**src/rtl/rom_reader_if.sv**
```systemverilog
// Burst ROM reader bus: start/base/len command, ROM read port and output stream.
// ROM_READER_STRIDE_EN adds the stride command field.
interface rom_reader_if #(
   parameter int DW = 16,
   parameter int AW = 10
);
   logic          start;
   logic [AW-1:0] base;
   logic [AW:0]   len;
`ifdef ROM_READER_STRIDE_EN
   logic [AW-1:0] stride;
`endif
   logic          busy;
   logic          done;
   logic          mem_en;
   logic [AW-1:0] mem_addr;
   logic [DW-1:0] mem_dout;
   logic          out_valid;
   logic          out_ready;
   logic [DW-1:0] out_data;
   logic          out_last;

   modport slave (
`ifdef ROM_READER_STRIDE_EN
      input  stride,
`endif
      input  start, base, len, mem_dout, out_ready,
      output busy, done, mem_en, mem_addr, out_valid, out_data, out_last
   );

   modport master (
`ifdef ROM_READER_STRIDE_EN
      output stride,
`endif
      output start, base, len, mem_dout, out_ready,
      input  busy, done, mem_en, mem_addr, out_valid, out_data, out_last
   );
endinterface

```
**src/rtl/rom_reader.sv**
```systemverilog
// Streams len ROM words from base through a 2-entry buffer with bypass of the in-flight read.
// Optional ROM_READER_STRIDE_EN: address advances by a sampled stride instead of 1.
module rom_reader #(
   parameter int DW = 16,
   parameter int AW = 10
) (
   input logic         clk,
   input logic         nreset,
   rom_reader_if.slave bus
);
   typedef enum logic [1:0] {
      IDLE = 2'd0,
      RUN  = 2'd1,
      DONE = 2'd2
   } state_t;

   state_t        r_state;
   state_t        w_state_nxt;
   logic [AW-1:0] r_addr;
   logic [AW:0]   r_len;
   logic [AW:0]   r_issued;
   logic [AW:0]   r_sent;
   logic [DW-1:0] r_buf [0:1];
   logic          r_wr_ptr;
   logic          r_rd_ptr;
   logic [1:0]    r_count;
   logic          r_inflight;
`ifdef ROM_READER_STRIDE_EN
   logic [AW-1:0] r_stride;
`endif

   logic [AW-1:0] w_step;
   logic          w_valid;
   logic          w_pop;
   logic          w_last;
   logic          w_mem_en;
   logic          w_push;
   logic          w_buf_pop;
   logic [2:0]    w_occ;

`ifdef ROM_READER_STRIDE_EN
   assign w_step = r_stride;
`else
   assign w_step = {{(AW-1){1'b0}}, 1'b1};
`endif

   // The in-flight word is visible on mem_dout, so it counts as a buffered beat.
   assign w_valid   = (r_count != 2'd0) || r_inflight;
   assign w_pop     = w_valid && bus.out_ready;
   assign w_last    = ((r_sent + {{AW{1'b0}}, 1'b1}) == r_len);
   assign w_occ     = {1'b0, r_count} + {2'b00, r_inflight} - {2'b00, w_pop};
   assign w_buf_pop = w_pop && (r_count != 2'd0);
   assign w_push    = r_inflight && !(w_pop && (r_count == 2'd0));

   assign bus.busy      = (r_state != IDLE);
   assign bus.done      = (r_state == DONE);
   assign bus.mem_en    = w_mem_en;
   assign bus.mem_addr  = w_mem_en ? r_addr : {AW{1'b0}};
   assign bus.out_valid = w_valid;
   assign bus.out_last  = w_valid && w_last;
   assign bus.out_data  = !w_valid ? {DW{1'b0}} :
                          ((r_count != 2'd0) ? r_buf[r_rd_ptr] : bus.mem_dout);

   // State register.
   always_ff @(posedge clk or negedge nreset) begin
      if (!nreset) begin
         r_state <= IDLE;
      end else begin
         r_state <= w_state_nxt;
      end
   end

   // Next state and read-enable decode.
   always_comb begin
      w_state_nxt = r_state;
      w_mem_en    = 1'b0;
      case (r_state)
         IDLE: begin
            if (bus.start) begin
               w_state_nxt = (bus.len == {(AW+1){1'b0}}) ? DONE : RUN;
            end else begin
               w_state_nxt = IDLE;
            end
         end
         RUN: begin
            w_mem_en = (r_issued < r_len) && (w_occ < 3'd2);
            if (w_pop && w_last) begin
               w_state_nxt = DONE;
            end else begin
               w_state_nxt = RUN;
            end
         end
         DONE:    w_state_nxt = IDLE;
         default: w_state_nxt = IDLE;
      endcase
   end

   // Burst counters, address generator and output buffer.
   always_ff @(posedge clk or negedge nreset) begin
      if (!nreset) begin
         r_addr     <= {AW{1'b0}};
         r_len      <= {(AW+1){1'b0}};
         r_issued   <= {(AW+1){1'b0}};
         r_sent     <= {(AW+1){1'b0}};
         r_buf[0]   <= {DW{1'b0}};
         r_buf[1]   <= {DW{1'b0}};
         r_wr_ptr   <= 1'b0;
         r_rd_ptr   <= 1'b0;
         r_count    <= 2'd0;
         r_inflight <= 1'b0;
`ifdef ROM_READER_STRIDE_EN
         r_stride   <= {AW{1'b0}};
`endif
      end else begin
         if ((r_state == IDLE) && bus.start) begin
            r_addr   <= bus.base;
            r_len    <= bus.len;
            r_issued <= {(AW+1){1'b0}};
            r_sent   <= {(AW+1){1'b0}};
`ifdef ROM_READER_STRIDE_EN
            r_stride <= bus.stride;
`endif
         end else begin
            if (w_mem_en) begin
               r_addr   <= r_addr + w_step;
               r_issued <= r_issued + {{AW{1'b0}}, 1'b1};
            end
            if (w_pop) begin
               r_sent <= r_sent + {{AW{1'b0}}, 1'b1};
            end
         end
         r_inflight <= w_mem_en;
         if (w_push) begin
            r_buf[r_wr_ptr] <= bus.mem_dout;
            r_wr_ptr        <= ~r_wr_ptr;
         end
         if (w_buf_pop) begin
            r_rd_ptr <= ~r_rd_ptr;
         end
         r_count <= r_count + {1'b0, w_push} - {1'b0, w_buf_pop};
      end
   end
endmodule

```
**src/flat_wrapper.sv**
```systemverilog
// flat-port wrapper written by rule: the top's interface ports become plain ports
module rom_reader_flat 
#(
   parameter int DW = 16,
   parameter int AW = 10
)
  (clk, nreset, bus_start, bus_base, bus_len, bus_mem_dout, bus_out_ready, bus_busy, bus_done, bus_mem_en, bus_mem_addr, bus_out_valid, bus_out_data, bus_out_last);
  rom_reader_if #(.DW(DW), .AW(AW)) bus_i ();
  input logic clk;
  input logic nreset;
  input wire logic [$bits(bus_i.start)-1:0] bus_start;
  input wire logic [$bits(bus_i.base)-1:0] bus_base;
  input wire logic [$bits(bus_i.len)-1:0] bus_len;
  input wire logic [$bits(bus_i.mem_dout)-1:0] bus_mem_dout;
  input wire logic [$bits(bus_i.out_ready)-1:0] bus_out_ready;
  output wire logic [$bits(bus_i.busy)-1:0] bus_busy;
  output wire logic [$bits(bus_i.done)-1:0] bus_done;
  output wire logic [$bits(bus_i.mem_en)-1:0] bus_mem_en;
  output wire logic [$bits(bus_i.mem_addr)-1:0] bus_mem_addr;
  output wire logic [$bits(bus_i.out_valid)-1:0] bus_out_valid;
  output wire logic [$bits(bus_i.out_data)-1:0] bus_out_data;
  output wire logic [$bits(bus_i.out_last)-1:0] bus_out_last;
  assign bus_i.start = bus_start;
  assign bus_i.base = bus_base;
  assign bus_i.len = bus_len;
  assign bus_i.mem_dout = bus_mem_dout;
  assign bus_i.out_ready = bus_out_ready;
  assign bus_busy = bus_i.busy;
  assign bus_done = bus_i.done;
  assign bus_mem_en = bus_i.mem_en;
  assign bus_mem_addr = bus_i.mem_addr;
  assign bus_out_valid = bus_i.out_valid;
  assign bus_out_data = bus_i.out_data;
  assign bus_out_last = bus_i.out_last;
  rom_reader #(.DW(DW), .AW(AW)) u_core (.clk(clk), .nreset(nreset), .bus(bus_i));
endmodule
```
**config.mk**
```make
export PLATFORM = sky130hd
export DESIGN_NAME = rom_reader_flat
export DESIGN_NICKNAME = d
export VERILOG_FILES = /design/src/rtl/rom_reader_if.sv /design/src/rtl/rom_reader.sv /design/src/flat_wrapper.sv
export SDC_FILE = /design/constraint.sdc
export NUM_CORES = 1
export LEC_CHECK = 0
export ABC_AREA = 0
export BUFFER_PORTS_ARGS = -buffer_cell sky130_fd_sc_hd__clkbuf_2
export CORE_MARGIN = 4
export CORE_UTILIZATION = 35
export DETAILED_ROUTE_END_ITERATION = 10
export SKIP_LAST_GASP = 1
export SLEW_MARGIN = 20
export SYNTH_ARGS = -nofsm -noshare
export SYNTH_HDL_FRONTEND = slang
export SYNTH_SLANG_ARGS = --single-unit
```
**constraint.sdc**
```tcl
create_clock -name clk -period 5.45 [get_ports clk]
set_input_delay 0.545 -clock clk [delete_from_list [all_inputs] [get_ports clk]]
set_output_delay 0.545 -clock clk [all_outputs]
set_load 0.01 [all_outputs]
```
Word-level counts from Yosys, hierarchy flattened
Index checks and enable logic that the tools add are counted.

operators by class
  multipliers = 0
  magnitude comparators = 5
  add/sub/neg operators = 7
  eq/ne operators = 3
  shift-type cells = 0
  bitwise gates (word level) = 4
  div/mod/pow operators = 0
  reduce and logical (&&, ||, !) cells = 18
  multiplexer cells = 20

operators with widths
  cell                                                 number
  two-way mux 16 bit                                   6
  two-way mux 11 bit                                   4
  bitwise mux 32 bit                                   1
  two-way mux 10 bit                                   3
  adder 11 x 1 -> 11 bit, second input constant        2
  demux 16 bit (select 1 bit)                          1
  equality test 11 bit                                 1
  logical NOT 11 bit                                   1
  < comparator 11 bit                                  1
  adder 10 x 1 -> 10 bit, second input constant        1
  logical AND 1 bit                                    9
  nonzero test 2 bit                                   4
  two-way mux 2 bit                                    3
  >= comparator 2 bit, second input constant           2
  logical NOT 2 bit                                    2
  NOT 1 -> 2 bit                                       2
  case mux 2 bit (2 select lines)                      1
  adder 2 x 1 -> 3 bit                                 1
  < comparator 3 x 2 -> 1 bit, second input constant   1
  subtractor 3 x 1 -> 3 bit                            1
  adder 2 x 1 -> 2 bit                                 1
  equality test 2 x 1 -> 1 bit, second input constant  1
  equality test 2 bit, second input constant           1
  < comparator 2 x 1 -> 1 bit, second input constant   1
  other kinds (5)                                      6

word-level totals
  memory bits (read-only) = 0
  bits in writable memories = 0
  register bits = 82
  word-level logic and storage cells = 68
  memories = 0
  bits in latches = 0

Depth between registers and ports, before layout
  depth in word-level cells = 9
  gate-level depth with buffers = 14
  mapped depth without buffers = 11

Worst setup path after synthesis
No wires, ideal clock.

  path kind = register -> output
  from = reg u_core.r_inflight
  to = out bus_mem_addr[0]
  setup slack = 1,807 ps
  arrival time = 3,098 ps
  buffers on the path = 4
  stages on the path, launching flop included = 15
  cells stage by stage = dfrtp_1 -> clkbuf_1 -> or3_1 -> clkbuf_1 -> nand2_1 -> buf_6 -> nor2_1 -> fa_1 -> xnor2_1 -> nand4b_1 -> a21oi_2 -> o21ai_2 -> clkinv_1 -> clkbuf_1 -> and2_1

between the ends
  word-level cells in the longest chain between the ends = 7

ends and longest elaborated chain
  item                         RTL line            text
  start, declared              rom_reader.sv:27    logic r_inflight;
  start signal, assigned       rom_reader.sv:132   r_inflight <= w_mem_en;
  logical OR 1 bit             rom_reader.sv:48    assign w_valid = (r_count != 2'd0) || r_inflight;
  named net bus_out_valid      flat_wrapper.sv:20  output wire logic [$bits(bus_i.out_valid)-1:0] bus_out_valid;
  logical AND 1 bit            rom_reader.sv:49    assign w_pop = w_valid && bus.out_ready;
  subtractor 3 x 1 -> 3 bit    rom_reader.sv:51    assign w_occ = {1'b0, r_count} + {2'b00, r_inflight} - {2'b00, w_pop};
  < comparator 3 x 2 -> 1 bit  rom_reader.sv:86    w_mem_en = (r_issued < r_len) && (w_occ < 3'd2);
  logical AND 1 bit            rom_reader.sv:86
  two-way mux 1 bit            rom_reader.sv:77    case (r_state)
  named net bus_mem_en         flat_wrapper.sv:18  output wire logic [$bits(bus_i.mem_en)-1:0] bus_mem_en;
  two-way mux 10 bit           rom_reader.sv:58    assign bus.mem_addr = w_mem_en ? r_addr : {AW{1'b0}};
  end, declared                flat_wrapper.sv:19  output wire logic [$bits(bus_i.mem_addr)-1:0] bus_mem_addr;

The timed path passes the listed nets, and every way through them passes these cells.

Worst setup path after layout
  from = reg u_core.r_inflight
  to = out bus_mem_addr[6]

between the ends
  word-level cells in the longest chain between the ends = 7

ends and longest elaborated chain
  item                                                                          RTL line
  parallel branches: the longest is 2 deep, another holds adder 2 x 1 -> 3 bit  --
  subtractor 3 x 1 -> 3 bit (*)                                                 rom_reader.sv:51
  < comparator 3 x 2 -> 1 bit (*)                                               rom_reader.sv:86
  logical AND 1 bit (*)                                                         rom_reader.sv:86
  two-way mux 1 bit (*)                                                         rom_reader.sv:77
  two-way mux 10 bit (*)                                                        rom_reader.sv:58

Every way passes the cells marked *.

==> results_dict.tcl <==
set metrics [dict create \
    nNetsFinal 583 \
    synth_fp_nets 523 \
    fin_skew_ns 0.00639 \
    synth_top_area_cell "dfrtp_1" \
    cp_slowest_cell "dfrtp_1" \
    path_cells "or3_1 > nand2_1 > nor2_1 > fa_1 > xnor2_1 > nand4b_1 > a21oi_2 > o21ai_2 > clkinv_1 > and2_1 > clkbuf_2" \
    cp_max_fo 19 \
    avgRoutedWirePerCell_um 15.1 \
    drc 0 \
    clock_path_buffers 2 \
    clock_latency_ns 0.34 \
    vias 3602 \
    setup_viol 0 \
    grt_pass1_wl_um 17900 \
    fill_cells 1249 \
    rr_endpoint "u_core.r_addr[0]" \
    ant_nets 0 \
    timing.critical_path.required_ns 4.91 \
    fin_cells 703 \
    first_global_vias 3570 \
    r2r_slack_ns 1.53 \
    min_path_type "input pin to asynchronous set/reset pin" \
    tightest_slew_ns 0.989 \
    row_count 41 \
    drv_slew 0 \
    synth_edf_count 0 \
    syn2layout_area_growth_pct 17.2 \
    cp_top_family "simple AND/OR/NAND/NOR gates" \
    cts_buffers 9 \
    setup-tns-final_ns 0 \
    syn_avg_cell_area_um2 10.0 \
    die_area_um2 15300 \
    dp.cells 687 \
    synth_seq_area_share_pct 43.9 \
    r2r-start "u_core.r_inflight" \
    status "finished, final reports clean" \
    cts-resized-gates 0 \
    power_density_nw_per_um2 564 \
    crit_path_end_kind "primary output" \
    cts_root_buf "clkbuf_16" \
    synth-seq-cells 82 \
    ctsHtreeMaxLevel 3 \
    netlist-cell-type-count 56 \
    final_util_pct 42.7 \
    final_common_cell "dfrtp_1" \
    ff_latch_area_um2 2050 \
    design_area_um2 5480 \
    routabilityCongestion 0.816 \
    fmax_mhz 210 \
    async_flop_share_pct 100 \
    grt_usage_pct 14.9 \
    critical_path_class "register to primary output" \
    grt-ovfl-total 0 \
    multi_input_area_um2 2440 \
    slew_headroom_pct 34.1 \
    initial_core_util_pct 36.5 \
    drt_iter0_drc 177 \
    die_h_um 124 \
    yosys_warnings 0 \
    drive_gt1_share_pct 25.2 \
    cp_slowest_stage_delay_ns 0.64 \
    leakage_nw 2.45 \
    ctsHoldBuffers 0 \
    wirelength_um 10600 \
    cts.clk_slew.worst_paths_ns 0.06 \
    synthCells 466 \
    antenna_found_initial 0 \
    clock-sinks 82 \
    coreArea_um2 12800 \
    hold_violations 0 \
    crit_buf_inv 2 \
    final.period_utilization_pct 87.3 \
    ioPinCount 72 \
    critPathLaunchType "register" \
    crit_cells 11 \
    place_hpwl_um 7640 \
    mostFrequentLayoutCells "82 x dfrtp_1, 70 x clkbuf_2, 43 x o21ai_0" \
    peakVddDrop_mv 0.235 \
    cts_tree "done" \
    antenna_cells 0 \
    rsz0062_at_grt "no" \
    postPlaceCellArea_um2 5140 \
    io_buffer_count 71 \
    post-cts-setup-buffers 0 \
    max_cap_violations 0 \
    die_w_um 124 \
    synth_area_leaders "dfrtp_1 44%, mux2_2 7.7%, o21ai_0 4.6%, mux2i_1 4.1%, ha_1 4.0%" \
    synthesis.area_um2 4680 \
    ys.flop_type "dfrtp_1" \
    grt_max_degree 83 \
    r2r_cells 11 \
    dr.pass1.iters 5 \
    via_per_inst 5.12 \
    period_needed_ns 4.76 \
    yosysTopAreaCellShare_pct 43.9 \
    arrival_ns 4.21 \
]
[layout make-up]
cell class | instances | area share (%)
flip-flops and latches | 82 | 37.5
multi-input cells | 343 | 44.6
repair buffers | 73 | 6.87
well taps | 172 | 3.93
inverters | 17 | 1.16
clock inverters | 7 | 1.85
clock buffers | 9 | 4.11
[worst register-to-register path, delay by kind of cell (launching register included)]
kind / cells / cell delay [ns]
AO/OA/AOI/OAI: 3 / 0.46
XOR/XNOR: 2 / 0.45
adder cells (fa/ha/maj): 1 / 0.42
buffers and inverters: 1 / 0.64
flip-flops: 1 / 0.64
AND/OR/NAND/NOR: 4 / 1.19
[power by group]
part / internal (W) / switching (W)
Combinational: 0.000607 / 0.000695
Sequential: 0.000857 / 0.000266
Clock: 0.000406 / 0.000260
[metrics by stage]
| stage | setup WS (ns) | hold WS, ns | total power (W) |
|---|---|---|---|
| 6_report | 0.691 | 0.243 | 0.00309 |
| 5_1_grt | 0.260 | 0.311 | 0.00335 |
| 4_1_cts | 0.645 | 0.394 | 0.00313 |
| 3_5_place_dp | 1.03 | 0.483 | 0.00246 |
| 3_3_place_gp | 1.17 | 0.478 | 0.00240 |
| 2_1_floorplan | 1.81 | 0.249 | 0.00204 |
[sequential cells by signal, summed over array words and instances, names as in the netlist]
| signal | flops |
|---|---|
| u_core.r_buf | 32 |
| u_core.r_addr | 10 |
| u_core.r_state | 2 |
| u_core.r_len | 11 |
| u_core.r_wr_ptr | 1 |
| u_core.r_sent | 11 |
| u_core.r_rd_ptr | 1 |
| u_core.r_inflight | 1 |
| u_core.r_count | 2 |
| u_core.r_issued | 11 |
[synth_stat cells (all sizes together), types with 9 or more instances]
cell,number
clkbuf,15
buf,9
a21oi,16
xor2,16
and2,16
ha,15
dfrtp,82
mux2i,19
or3,10
o21ai,44
inv,16
mux2,33
nand3,25
xnor2,16
nor2,21
nand2,40
[cell families (layout without fill, tap and decap cells)]
| logic type | after synthesis | count (layout) | share of synthesized area [%] |
|---|---|---|---|
| adders and majority gates | 16 | 16 | 4.44 |
| DFF | 82 | 82 | 43.9 |
| and+or+nand+nor | 154 | 154 | 17.8 |
| muxes | 52 | 52 | 12.1 |
| xor gates and xnor gates | 32 | 32 | 5.99 |
| buffers and inverters | 41 | 106 | 3.99 |
| AOI/OAI and AO/OA | 89 | 89 | 11.7 |
[metal layers]
metal | routed length (um) | vias to the layer above | track usage (%)
met2 | 5200 | 65 | 23.5
met1 | 4910 | 1746 | 20.4
met5 | 0 | - | 0
met4 | 132 | 0 | 5.40
met3 | 373 | 9 | 2.86
li1 | - | 1782 | -
[worst max-delay path by stage]
stage	from	slack, ns	end
finish	u_core.r_inflight	0.69	bus_mem_addr[6]
global route	u_core.r_inflight	0.26	bus_mem_addr[8]
CTS	u_core.r_inflight	0.64	bus_mem_addr[6]
detailed placement	u_core.r_inflight	1.03	bus_mem_addr[6]
global placement	u_core.r_inflight	1.17	bus_mem_addr[7]
floorplan	u_core.r_inflight	1.81	bus_mem_addr[0]
No activity file was read; power rests on OpenSTA's default activity.
